File: src/rtl/sa_deskew.sv
// sa_deskew: drain stage for the systolic-array core.
// Buffers the column-skewed result stream from the bottom edge of the PE
// array in one FIFO per column and re-emits complete, time-aligned rows of C
// over a valid/ready handshake. Elements that arrive at a full column are
// dropped and flagged with a sticky overflow bit.
//
// Ports:
//   clk         single clock, all state on rising edge
//   rst_n       asynchronous active-low reset
//   i_c_vld     per-column valid from the core bottom edge
//   i_c_rows    per-column C element from the core bottom edge
//   o_row_vld   aligned row available (every column FIFO non-empty)
//   i_row_rdy   downstream accepts the presented row
//   o_row       aligned row of C, element j = head of column j
//   i_clear     synchronous flush of FIFOs, row counter and overflow flag
//   o_overflow  sticky: at least one element dropped
//   o_busy      any column FIFO non-empty
//   o_row_cnt   rows delivered since reset/clear, wraps at 2^16
module sa_deskew #(
   parameter int WIDTH = 16,
   parameter int SIZE  = 4,
   parameter int DEPTH = 8
) (
   input  logic                        clk,
   input  logic                        rst_n,
   input  logic [SIZE-1:0]             i_c_vld,
   input  logic [SIZE-1:0][WIDTH-1:0]  i_c_rows,
   output logic                        o_row_vld,
   input  logic                        i_row_rdy,
   output logic [SIZE-1:0][WIDTH-1:0]  o_row,
   input  logic                        i_clear,
   output logic                        o_overflow,
   output logic                        o_busy,
   output logic [15:0]                 o_row_cnt
);

   localparam int AW = $clog2(DEPTH);
   localparam logic [AW:0] FULL = (AW+1)'(DEPTH);

   logic [SIZE-1:0] not_empty;
   logic [SIZE-1:0] drop;
   logic            pop;

   assign o_row_vld = &not_empty;
   assign o_busy    = |not_empty;
   // All columns advance together, so one pop strobe serves every FIFO.
   assign pop       = o_row_vld & i_row_rdy;

   for (genvar j = 0; j < SIZE; j++) begin : g_col
      logic [WIDTH-1:0] mem [DEPTH];
      logic [AW-1:0]    wr_ptr;
      logic [AW-1:0]    rd_ptr;
      logic [AW:0]      count;
      logic             full;
      logic             push;

      assign full         = (count == FULL);
      // A full column still accepts a write when the same cycle frees a slot.
      assign push         = i_c_vld[j] & (~full | pop);
      assign drop[j]      = i_c_vld[j] & full & ~pop;
      assign not_empty[j] = (count != '0);
      assign o_row[j]     = mem[rd_ptr];

      // Storage is intentionally not reset; only pointers and counts are.
      always_ff @(posedge clk) begin
         if (push && !i_clear) begin
            mem[wr_ptr] <= i_c_rows[j];
         end
      end

      always_ff @(posedge clk or negedge rst_n) begin
         if (!rst_n) begin
            wr_ptr <= '0;
            rd_ptr <= '0;
            count  <= '0;
         end else if (i_clear) begin
            wr_ptr <= '0;
            rd_ptr <= '0;
            count  <= '0;
         end else begin
            if (push) begin
               wr_ptr <= wr_ptr + 1'b1;
            end
            if (pop) begin
               rd_ptr <= rd_ptr + 1'b1;
            end
            case ({push, pop})
               2'b10:   count <= count + 1'b1;
               2'b01:   count <= count - 1'b1;
               default: count <= count;
            endcase
         end
      end
   end

   always_ff @(posedge clk or negedge rst_n) begin
      if (!rst_n) begin
         o_overflow <= 1'b0;
         o_row_cnt  <= '0;
      end else if (i_clear) begin
         o_overflow <= 1'b0;
         o_row_cnt  <= '0;
      end else begin
         if (|drop) begin
            o_overflow <= 1'b1;
         end
         if (pop) begin
            o_row_cnt <= o_row_cnt + 1'b1;
         end
      end
   end

endmodule

File: config.mk
export PLATFORM = sky130hd
export DESIGN_NAME = sa_deskew
export DESIGN_NICKNAME = d
export VERILOG_FILES = /design/src/rtl/sa_deskew.sv
export SDC_FILE = /design/constraint.sdc
export NUM_CORES = 1
export LEC_CHECK = 0
export ABC_AREA = 1
export CELL_PAD_IN_SITES_DETAIL_PLACEMENT = 1
export CELL_PAD_IN_SITES_GLOBAL_PLACEMENT = 1
export CORE_MARGIN = 5
export CORE_UTILIZATION = 48
export DETAILED_ROUTE_END_ITERATION = 8
export HOLD_SLACK_MARGIN = 0.05
export PLACE_DENSITY_LB_ADDON = 0.1
export SYNTH_ARGS = -nofsm -noshare
export SYNTH_HDL_FRONTEND = slang
export SYNTH_SLANG_ARGS = --single-unit
File: constraint.sdc
create_clock -name clk -period 3.2 [get_ports clk]
set_input_delay 0.96 -clock clk [delete_from_list [all_inputs] [get_ports clk]]
set_output_delay 0.96 -clock clk [all_outputs]
set_load 0.01 [all_outputs]
==> results.cfg, run 1 <==
[outcome]
outcome = completed

[finish]
instances_no_fill = 2847
drive_gt1_share_pct = 13.4
design_area_um2 = 28300
seq_area_um2 = 16800
area.growth.synth_to_final_pct = 22.2
fillers = 4831
antenna_cells = 0
multi_input_area_um2 = 5680
fin_util_pct = 59.3
final_nets = 2271

[flow_run]
drv_cap = 0

[sta]
fin_crit_sh_pct = 97.6
tns_ps = 0
finalHoldViolations = 0
setup_violations = 0
fin_skew_ps = 11.0
relSlewSlack_pct = 58.4
slew_viol_final = 0
rsz0062_at_grt = true
max_freq_ghz = 0.320
hold_ws_ps = 381
fin_ws_ps = 76.8
worstMarginPinSlew_ps = 624
period_needed_ps = 3120

[worst_setup_path]
r2r_slack_ps = 650
worstReg2RegStart = g_col[0].count[3]$_DFFE_PN0P_
crit_fanout = 14
required_ps = 2240
crit_type = reg -> out
reg2regPathDepth = 12
endpoint_kind = output port
arrival_ps = 2160
start_kind = register
r2r-end = g_col[0].mem[3][4]$_DFFE_PP_

[synthesis]
syn-cell-area_um2 = 23200
synth_fp_nets = 2033
synth_cells = 1944
yosysWarnings = 0
synth-seq-cells = 569
syn_avg_cell_area_um2 = 11.9
yosysSeqAreaShare_pct = 72.6
synth_cell_types = 37

[power]
p_per_area_nw_per_um2 = 578
totalPowerFinal_mw = 16.3
p_leak_nw = 10.4
ir_worst_vdd_mv = 0.460

[die]
rows = 80
die_h_um = 230
design.portCount = 155
die_x_um = 230
coreArea_um2 = 47700
start_util_pct = 48.5
die_area_um2 = 52700

[detailed_routing]
wl_per_cell_um = 21.7
drc = 0
vias_per_cell = 5.59
dr.pass1.iters = 5
antenna_left = 0
wl_mm = 61.7
drt_iter0_drc = 1045
vias = 15900

[global_routing]
antenna_found_initial = 0
grt_start_max_net_pins = 52
grtUsageTotal_pct = 22.6
grt_pass1_vias = 16800
grt-ovfl-total = 0
grt_pass1_wl_mm = 94.7

[placement]
dpl.cell_count = 2713
place_area_um2 = 26000
port_buffers = 154
post-place-ws_ps = 206
routabilityCongestion = 0.821
hpwlAfterDp_mm = 37.3

[clock_network]
insertion_delay_ps = 590
numCtsBuffers = 58
htree_levels = 2
numClockSinks = 569
hold_buffers = 0
clock_path_buffers = 3
cts_tree = done
cts_root_buffer = clkbuf_16
clk_pin_slew_ps = 60

[min_path]
holdCritPathClass = in -> async
[cell families after synthesis]
family,share of synthesized area [%]
buffers and inverters,3.24
xor gates and xnor gates,0.454
AOI/OAI and AO/OA,10.6
DFF,72.6
and+or+nand+nor,12.3
adders and majority gates,0.919
[cell usage after synthesis (all sizes together)]
cell,count,share of area [%]
nor4,2,0.054
nand3b,4,0.13
clkinv,4,0.065
nor2,515,8.4
nand2,117,2.0
nand4,11,0.32
inv,82,1.3
dfrtp,57,6.2
edfxtp,512,66
o21a,6,0.19
o22ai,66,1.8
ha,17,0.92
a31oi,66,1.8
o31ai,3,0.097
xor2,12,0.45
o21ai,291,6.3
a21oi,16,0.36
nand3,51,1.2
nor3,6,0.15
buf,19,0.47
a211oi,2,0.065
or4,1,0.032
clkbuf,84,1.4
[critical path: stages, from the launching register on]
cell and delay [ps]:
dfrtp_2 440, clkinvlp_4 130, buf_12 120, buf_8 150, nor2_1 60, o22ai_1 200
nor2_1 80, a31oi_1 200, buf_2 180
[layout by cell type, fill, tap and decap left out, types with 4 or more instances in the layout]
cell	count
clkdlybuf4s50_1	88
o21ai_0	252
clkinv_2	12
nand3_1	48
a31oi_1	59
clkinvlp_4	6
a31oi_2	7
buf_8	10
nand3b_1	4
nand2_1	112
edfxtp_1	512
clkbuf_8	4
a21oi_1	15
buf_6	9
inv_2	7
xor2_1	12
dlygate4sd2_1	18
buf_2	19
o22ai_1	63
nand4_1	10
nor2_1	510
clkbuf_16	66
inv_1	71
clkinv_1	17
clkbuf_2	24
ha_1	17
o21ai_1	38
dfrtp_2	4
o21a_1	6
nand2_2	4
buf_12	21
dfrtp_1	53
buf_16	5
nor3_1	5
clkbuf_1	12
buf_4	76
[layer usage]
metal | global-route usage, % | part of all wire [%] | vias to the layer above
li1 | - | - | 7430
met1 | 29.5 | 43 | 8115
met2 | 40.4 | 52 | 297
met3 | 3.33 | 3.8 | 76
met4 | 4.60 | 1.5 | 0
met5 | 0 | 0 | -
[sequential cells by signal (all words and copies together) (netlist names)]
name          flops
g_col.count      16
g_col.mem       512
g_col.rd_ptr     12
g_col.wr_ptr     12
o_overflow        1
o_row_cnt        16
[repair_timing]
item                                    in CTS  in global routing
setup buffers                                6                  7
endpoints found under the setup margin      66                 56
gates resized for setup                    182                103
cloned                                       7                  5
pin swaps                                    5                 13
endpoints found under the hold margin        0                  0
[cell type report]
class / count / area share [%]
Inverter: 86 / 1.20
Clock buffer: 77 / 5.75
Multi-Input combinational cell: 1186 / 20.1
Timing Repair Buffer: 281 / 10.1
Clock inverter: 33 / 0.840
Sequential cell: 569 / 59.4
Tap cell: 615 / 2.72
[how the worst max path moves through the flow]
stage	startpoint	to	slack [ps]
finish	g_col[3].rd_ptr[0]$_DFFE_PN0P_	o_row[60]	80
global route	g_col[1].rd_ptr[0]$_DFFE_PN0P_	o_row[22]	-20
CTS	g_col[1].rd_ptr[0]$_DFFE_PN0P_	o_row[28]	-270
detailed placement	g_col[3].rd_ptr[0]$_DFFE_PN0P_	o_row[60]	210
global placement	g_col[0].rd_ptr[0]$_DFFE_PN0P_	o_row[9]	270
floorplan	i_clear	g_col[1].mem[4][0]$_DFFE_PP_	390
[where the power goes]
| group | switching (mW) | internal (mW) |
|---|---|---|
| Sequential | 0.0815 | 8.26 |
| Clock | 2.80 | 3.80 |
| Combinational | 0.861 | 0.547 |
| Total | 3.74 | 12.6 |
(Power assumes the default switching activity.)
==> run 2: changes to the inputs <==
Settings changed: CORE_ASPECT_RATIO set to 0.9.
==> run 2 against run 1 <==
Effect of this change: sequential power is essentially flat; core utilization grew 0.096 points; sequential share of layout area shrank 0.19 points; global-route usage grew 0.42 points; via count grew 0.81%; clock-buffer cell count grew 6; hold slack lost 7.4 ps; wire length grew 0.96%; maximum frequency shrank 0.56%.
==> results.cfg, run 2 (synthesis gave the netlist of run 1 again) <==
[outcome]
outcome = completed

[finish]
instances_no_fill = 2858
mostFrequentLayoutCells = edfxtp_1 (512), nor2_1 (507), o21ai_0 (268), nand2_1 (112), clkdlybuf4s50_1 (88)
fin_util_pct = 59.4
multi_input_area_um2 = 5720
area.growth.synth_to_final_pct = 22.7
final_nets = 2274
largest_reg_flops = 512
top_register = g_col.mem
final_common_cell = edfxtp_1
fillers = 4830
seq_area_um2 = 16800
drive_gt1_share_pct = 13.8
reg_top3 = g_col.mem x512, g_col.count x16, o_row_cnt x16

[die]
die_area_um2 = 52700
start_util_pct = 48.4
die_x_um = 242
coreArea_um2 = 47800
rows = 76
design.portCount = 155
die_h_um = 218

[detailed_routing]
vias_per_cell = 5.61
drc = 0
antenna_left = 0
vias = 16000
dr.pass1.iters = 4
wl_mm = 62.3
wl_per_cell_um = 21.8
drt_iter0_drc = 1015

[sta]
max_freq_ghz = 0.318
tns_ps = 0
fin_ws_ps = 59.3
rsz0062_at_grt = true
finalHoldViolations = 0
setup_violations = 0
fin_skew_ps = 12.2
slew_viol_final = 0
period_needed_ps = 3140
hold_ws_ps = 374
worstMarginPinSlew_ps = 630
fin_crit_sh_pct = 98.1
relSlewSlack_pct = 57.9

[worst_setup_path]
timing.critical_path.buf_inv = 3
start_kind = register
slowest_delay_ps = 450
path_cells = inv_4 -> bufbuf_16 -> o21ai_0 -> o22ai_1 -> nor2_1 -> a31oi_2 -> buf_2
critPathTopFamily = buffers and inverters
critPathSlowestCell = dfrtp_2
crit_type = reg -> out
arrival_ps = 2180
required_ps = 2240
endpoint_kind = output port
crit_fanout = 24

[global_routing]
grtUsageTotal_pct = 23.0
grt_pass1_vias = 17000
grt-ovfl-total = 0
grt_pass1_wl_mm = 96.3
grt_start_max_net_pins = 58
antenna_found_initial = 3

[placement]
port_buffers = 154
dpl.cell_count = 2726
routabilityCongestion = 0.801
post-place-ws_ps = 92.3
hpwlAfterDp_mm = 37.7

[clock_network]
cts_tree = done
cts_root_buffer = clkbuf_16
insertion_delay_ps = 600
clock_path_buffers = 3
numCtsBuffers = 58
clk_pin_slew_ps = 60
htree_levels = 2
hold_buffers = 0
numClockSinks = 569

[min_path]
holdCritPathClass = in -> async

[power]
p_leak_nw = 10.4
ir_worst_vdd_mv = 0.650
p_per_area_nw_per_um2 = 584

[flow_run]
drv_cap = 0
==> run 2: cell count changes in the layout (fill, tap and decap cells not counted), sizes merged, moves of 2 or more <==
cell,previous run,this run
dlymetal6s2s,1,3
clkdlybuf4s15,4,7
clkinv,30,22
bufinv,3,5
buf,140,143
==> run 2: worst reg2reg max path, cell delays in order (launching register included) <==
cell and delay (ps):
dfrtp_1 440, nor2_1 60, nand2_1 80, nand2_1 90
nor2_4 120, buf_4 190, nand2_4 140, nand2_1 170
nand3_1 90, inv_1 100, nand2_1 140, nor2_1 220
buf_4 280
==> run 2: final cells by class <==
class,count,share of cell area [%]
inverter,86,1.20
antenna,1,0.00881
tap,624,2.75
clock buffer,83,5.91
clock inverter,25,0.877
multi-input combinational,1186,20.1
sequential,569,59.2
timing repair buffer,284,9.94
==> run 2: worst paths after layout <==
path	slack, ps	startpoint	endpoint	depth (start not counted)
max in group asynchronous	2520	rst_n	g_col[2].rd_ptr[0]$_DFFE_PN0P_	2
setup / recovery	60	g_col[2].rd_ptr[0]$_DFFE_PN0P_	o_row[40]	7
hold reg to reg	570	g_col[2].count[0]$_DFFE_PN0P_	g_col[2].count[0]$_DFFE_PN0P_	1
min in group clk	570	g_col[2].count[0]$_DFFE_PN0P_	g_col[2].count[0]$_DFFE_PN0P_	1
setup reg to reg	780	g_col[3].count[0]$_DFFE_PN0P_	g_col[3].mem[2][12]$_DFFE_PP_	12
hold / removal	370	rst_n	g_col[3].rd_ptr[0]$_DFFE_PN0P_	2
==> run 2: per-layer routing <==
layer / vias to the layer above / GRT usage [%] / wire [µm]
met3: 100 / 3.80 / 2810
met1: 8173 / 30.0 / 26800
met5: - / 0 / 28
met2: 327 / 40.5 / 31400
met4: 4 / 6.05 / 1270
li1: 7443 / - / -
==> run 2: power breakdown <==
| part | switching (mW) | internal, mW | total, mW |
|---|---|---|---|
| combinational | 0.866 | 0.544 | 1.41 |
| clock | 2.80 | 4.03 | 6.83 |
| sequential | 0.0803 | 8.26 | 8.34 |
| total | 3.74 | 12.8 | 16.6 |
==> run 2: through the flow <==
step | area [µm²] | power, mW
after CTS | 28200 | 16.7
after global routing | 28400 | 17.2
after floorplan | 23200 | 9.14
after detailed placement | 26000 | 9.85
after global placement | 26000 | 9.78
final | 28400 | 16.6
==> run 2: what timing repair did <==
item | CTS | global route
cloned | 6 | 4
resized for setup | 179 | 99
setup endpoints to repair | 65 | 55
pin swaps | 4 | 12
setup buffers | 9 | 4
==> run 3: changes to the inputs <==
Settings changed: ABC_AREA 1 to unset, CORE_MARGIN 5 to unset, CORE_UTILIZATION 48 to 51.
==> run 3 against run 2 <==
Effect of this change: the run now ends with negative setup slack left; largest power group unchanged; highest routed layer unchanged; clock power fell by 4.5%; total power down 5.1%; critical path depth decreased by 1; hold slack better by 93 ps.
==> results.cfg, run 3 <==
[outcome]
outcome = finished, violations left
violations = negative setup slack

[finish]
instances_no_fill = 2092
mostFrequentLayoutCells = edfxtp_1 (512), mux4_2 (128), buf_4 (109), buf_6 (91), clkdlybuf4s50_1 (86)
top_register = g_col.mem
antenna_cells = 0
fin_util_pct = 66.5
area.growth.synth_to_final_pct = 27.5
fillers = 3554
seq_area_um2 = 16800
largest_reg_flops = 512
final_nets = 1543
final_common_cell = edfxtp_1
design_area_um2 = 28900
drive_gt1_share_pct = 37.8
multi_input_area_um2 = 5910
reg_top3 = g_col.mem x512, g_col.count x16, o_row_cnt x16

[sta]
period_needed_ps = 3300
setup_violations = 38
relSlewSlack_pct = 43.4
rsz0062_at_grt = true
finalHoldViolations = 0
fin_crit_sh_pct = 103
fin_skew_ps = 19.5
worstMarginPinSlew_ps = 850
slew_viol_final = 0
fin_ws_ps = -101
hold_ws_ps = 467
max_freq_ghz = 0.303
tns_ps = -1780

[worst_setup_path]
start_kind = register
worstReg2RegStart = g_col[0].count[0]$_DFFE_PN0P_
reg2regPathDepth = 11
arrival_ps = 2340
r2r_slack_ps = 410
endpoint_kind = output port
required_ps = 2240
crit_type = reg -> out
crit_fanout = 8
r2r-end = g_col[2].count[3]$_DFFE_PN0P_

[clock_network]
clk_pin_slew_ps = 60
numCtsBuffers = 55
insertion_delay_ps = 600
cts_tree = done
htree_levels = 2
numClockSinks = 569
clock_path_buffers = 3
cts_root_buffer = clkbuf_16

[synthesis]
syn-cell-area_um2 = 22700
yosysTopAreaCell = edfxtp_1
synth.most_common_cell = edfxtp_1
synth_cells = 1118
synthTopCellsByArea = edfxtp_1 (68%), mux4_2 (13%), dfrtp_1 (6.3%)
synthTopCellsByCount = edfxtp_1 (512), mux4_2 (128), nor2_1 (76), mux2_2 (64), dfrtp_1 (57)
syn_avg_cell_area_um2 = 20.3
synth-seq-cells = 569
synthArstFlopShare_pct = 10.0
yosysWarnings = 0
synth_cell_types = 51
synth_top_area_share_pct = 67.8
synth_flop_cell = edfxtp_1
synth_fp_nets = 1207
synth_edf_count = 512
yosysSeqAreaShare_pct = 74.1

[die]
design.portCount = 155
coreArea_um2 = 43400
die_x_um = 224
die_h_um = 202
die_area_um2 = 45300
start_util_pct = 52.2
rows = 72

[detailed_routing]
wl_mm = 52.1
vias_per_cell = 5.59
wl_per_cell_um = 24.9
dr.pass1.iters = 7
drc = 0
antenna_left = 0
drt_iter0_drc = 717
vias = 11700

[placement]
hpwlAfterDp_mm = 31.6
port_buffers = 154
dpl.cell_count = 1918
place_area_um2 = 25900
routabilityCongestion = 0.788

[global_routing]
grt_start_max_net_pins = 35
grtUsageTotal_pct = 23.7
grt_pass1_vias = 13000
antenna_found_initial = 1
grt_pass1_wl_mm = 79.4
grt-ovfl-total = 0

[min_path]
holdCritPathClass = in -> async

[flow_run]
drv_cap = 0

[power]
ir_worst_vdd_mv = 0.553
p_leak_nw = 9.98
p_per_area_nw_per_um2 = 545
## run 3: kinds of logic after synthesis
group                    count (synthesis)  share of synthesized area (%)
AND/OR/NAND/NOR                        184                           4.23
XOR/XNOR                                46                           1.78
adder cells (fa/ha/maj)                 18                          0.982
multiplexers                           203                           16.4
flip-flops                             569                           74.1
AO/OA/AOI/OAI                           41                           1.41
buffers and inverters                   57                           1.12
## run 3: where the power goes
part | internal (mW) | switching (mW) | leakage (nW)
logic | 0.465 | 0.453 | 3.69
registers | 8.23 | 0.0761 | 5.39
clock network | 3.79 | 2.73 | 0.897
## run 3: what timing repair did
action,in CTS,in global routing
setup buffers,59,16
setup endpoints to repair,66,63
hold buffers,0,0
pin swaps,1,0
gates resized for setup,396,62
cloned,10,0
## run 3: layout make-up
class	count	area share, %
clock inverter	28	0.888
clock buffer	75	5.38
tap	592	2.56
sequential	569	58.2
inverter	1	0.0130
timing repair buffer	335	12.5
multi-input combinational	492	20.5
## run 3: metal layers
| metal | vias to the layer above | track usage, % | routed length, µm |
|---|---|---|---|
| li1 | 5185 | - | - |
| met1 | 6189 | 32.0 | 22200 |
| met2 | 240 | 40.7 | 27100 |
| met3 | 74 | 3.36 | 1880 |
| met4 | 2 | 6.10 | 969 |
| met5 | - | 0 | 16 |
## run 3: critical path, stage by stage, from the launching register on
cell	delay, ps
dfrtp_2	430
buf_8	150
buf_12	140
buf_6	100
mux4_2	500
mux2_4	290
buf_6	120
## run 3: worst max-delay path by stage
stage                                              start                            end  slack (ps)  cells after the start
after floorplan                                i_row_rdy   g_col[2].mem[7][0]$_DFFE_PP_        -110                      7
after global placement                         i_row_rdy  g_col[2].count[3]$_DFFE_PN0P_        -250                     10
after detailed placement                       i_row_rdy  g_col[2].count[3]$_DFFE_PN0P_        -330                     10
after CTS                 g_col[0].rd_ptr[0]$_DFFE_PN0P_                       o_row[5]        -220                      7
after global routing      g_col[0].rd_ptr[0]$_DFFE_PN0P_                       o_row[9]        -180                      6
final                     g_col[0].rd_ptr[0]$_DFFE_PN0P_                       o_row[9]        -100                      6
## run 3: per-stage QoR
| step | setup slack (ps) | power, mW |
|---|---|---|
| after floorplan | -107 | 8.80 |
| after global placement | -253 | 9.24 |
| final | -101 | 15.7 |
| after global routing | -179 | 16.2 |
| after detailed placement | -328 | 9.28 |
| after CTS | -215 | 15.9 |
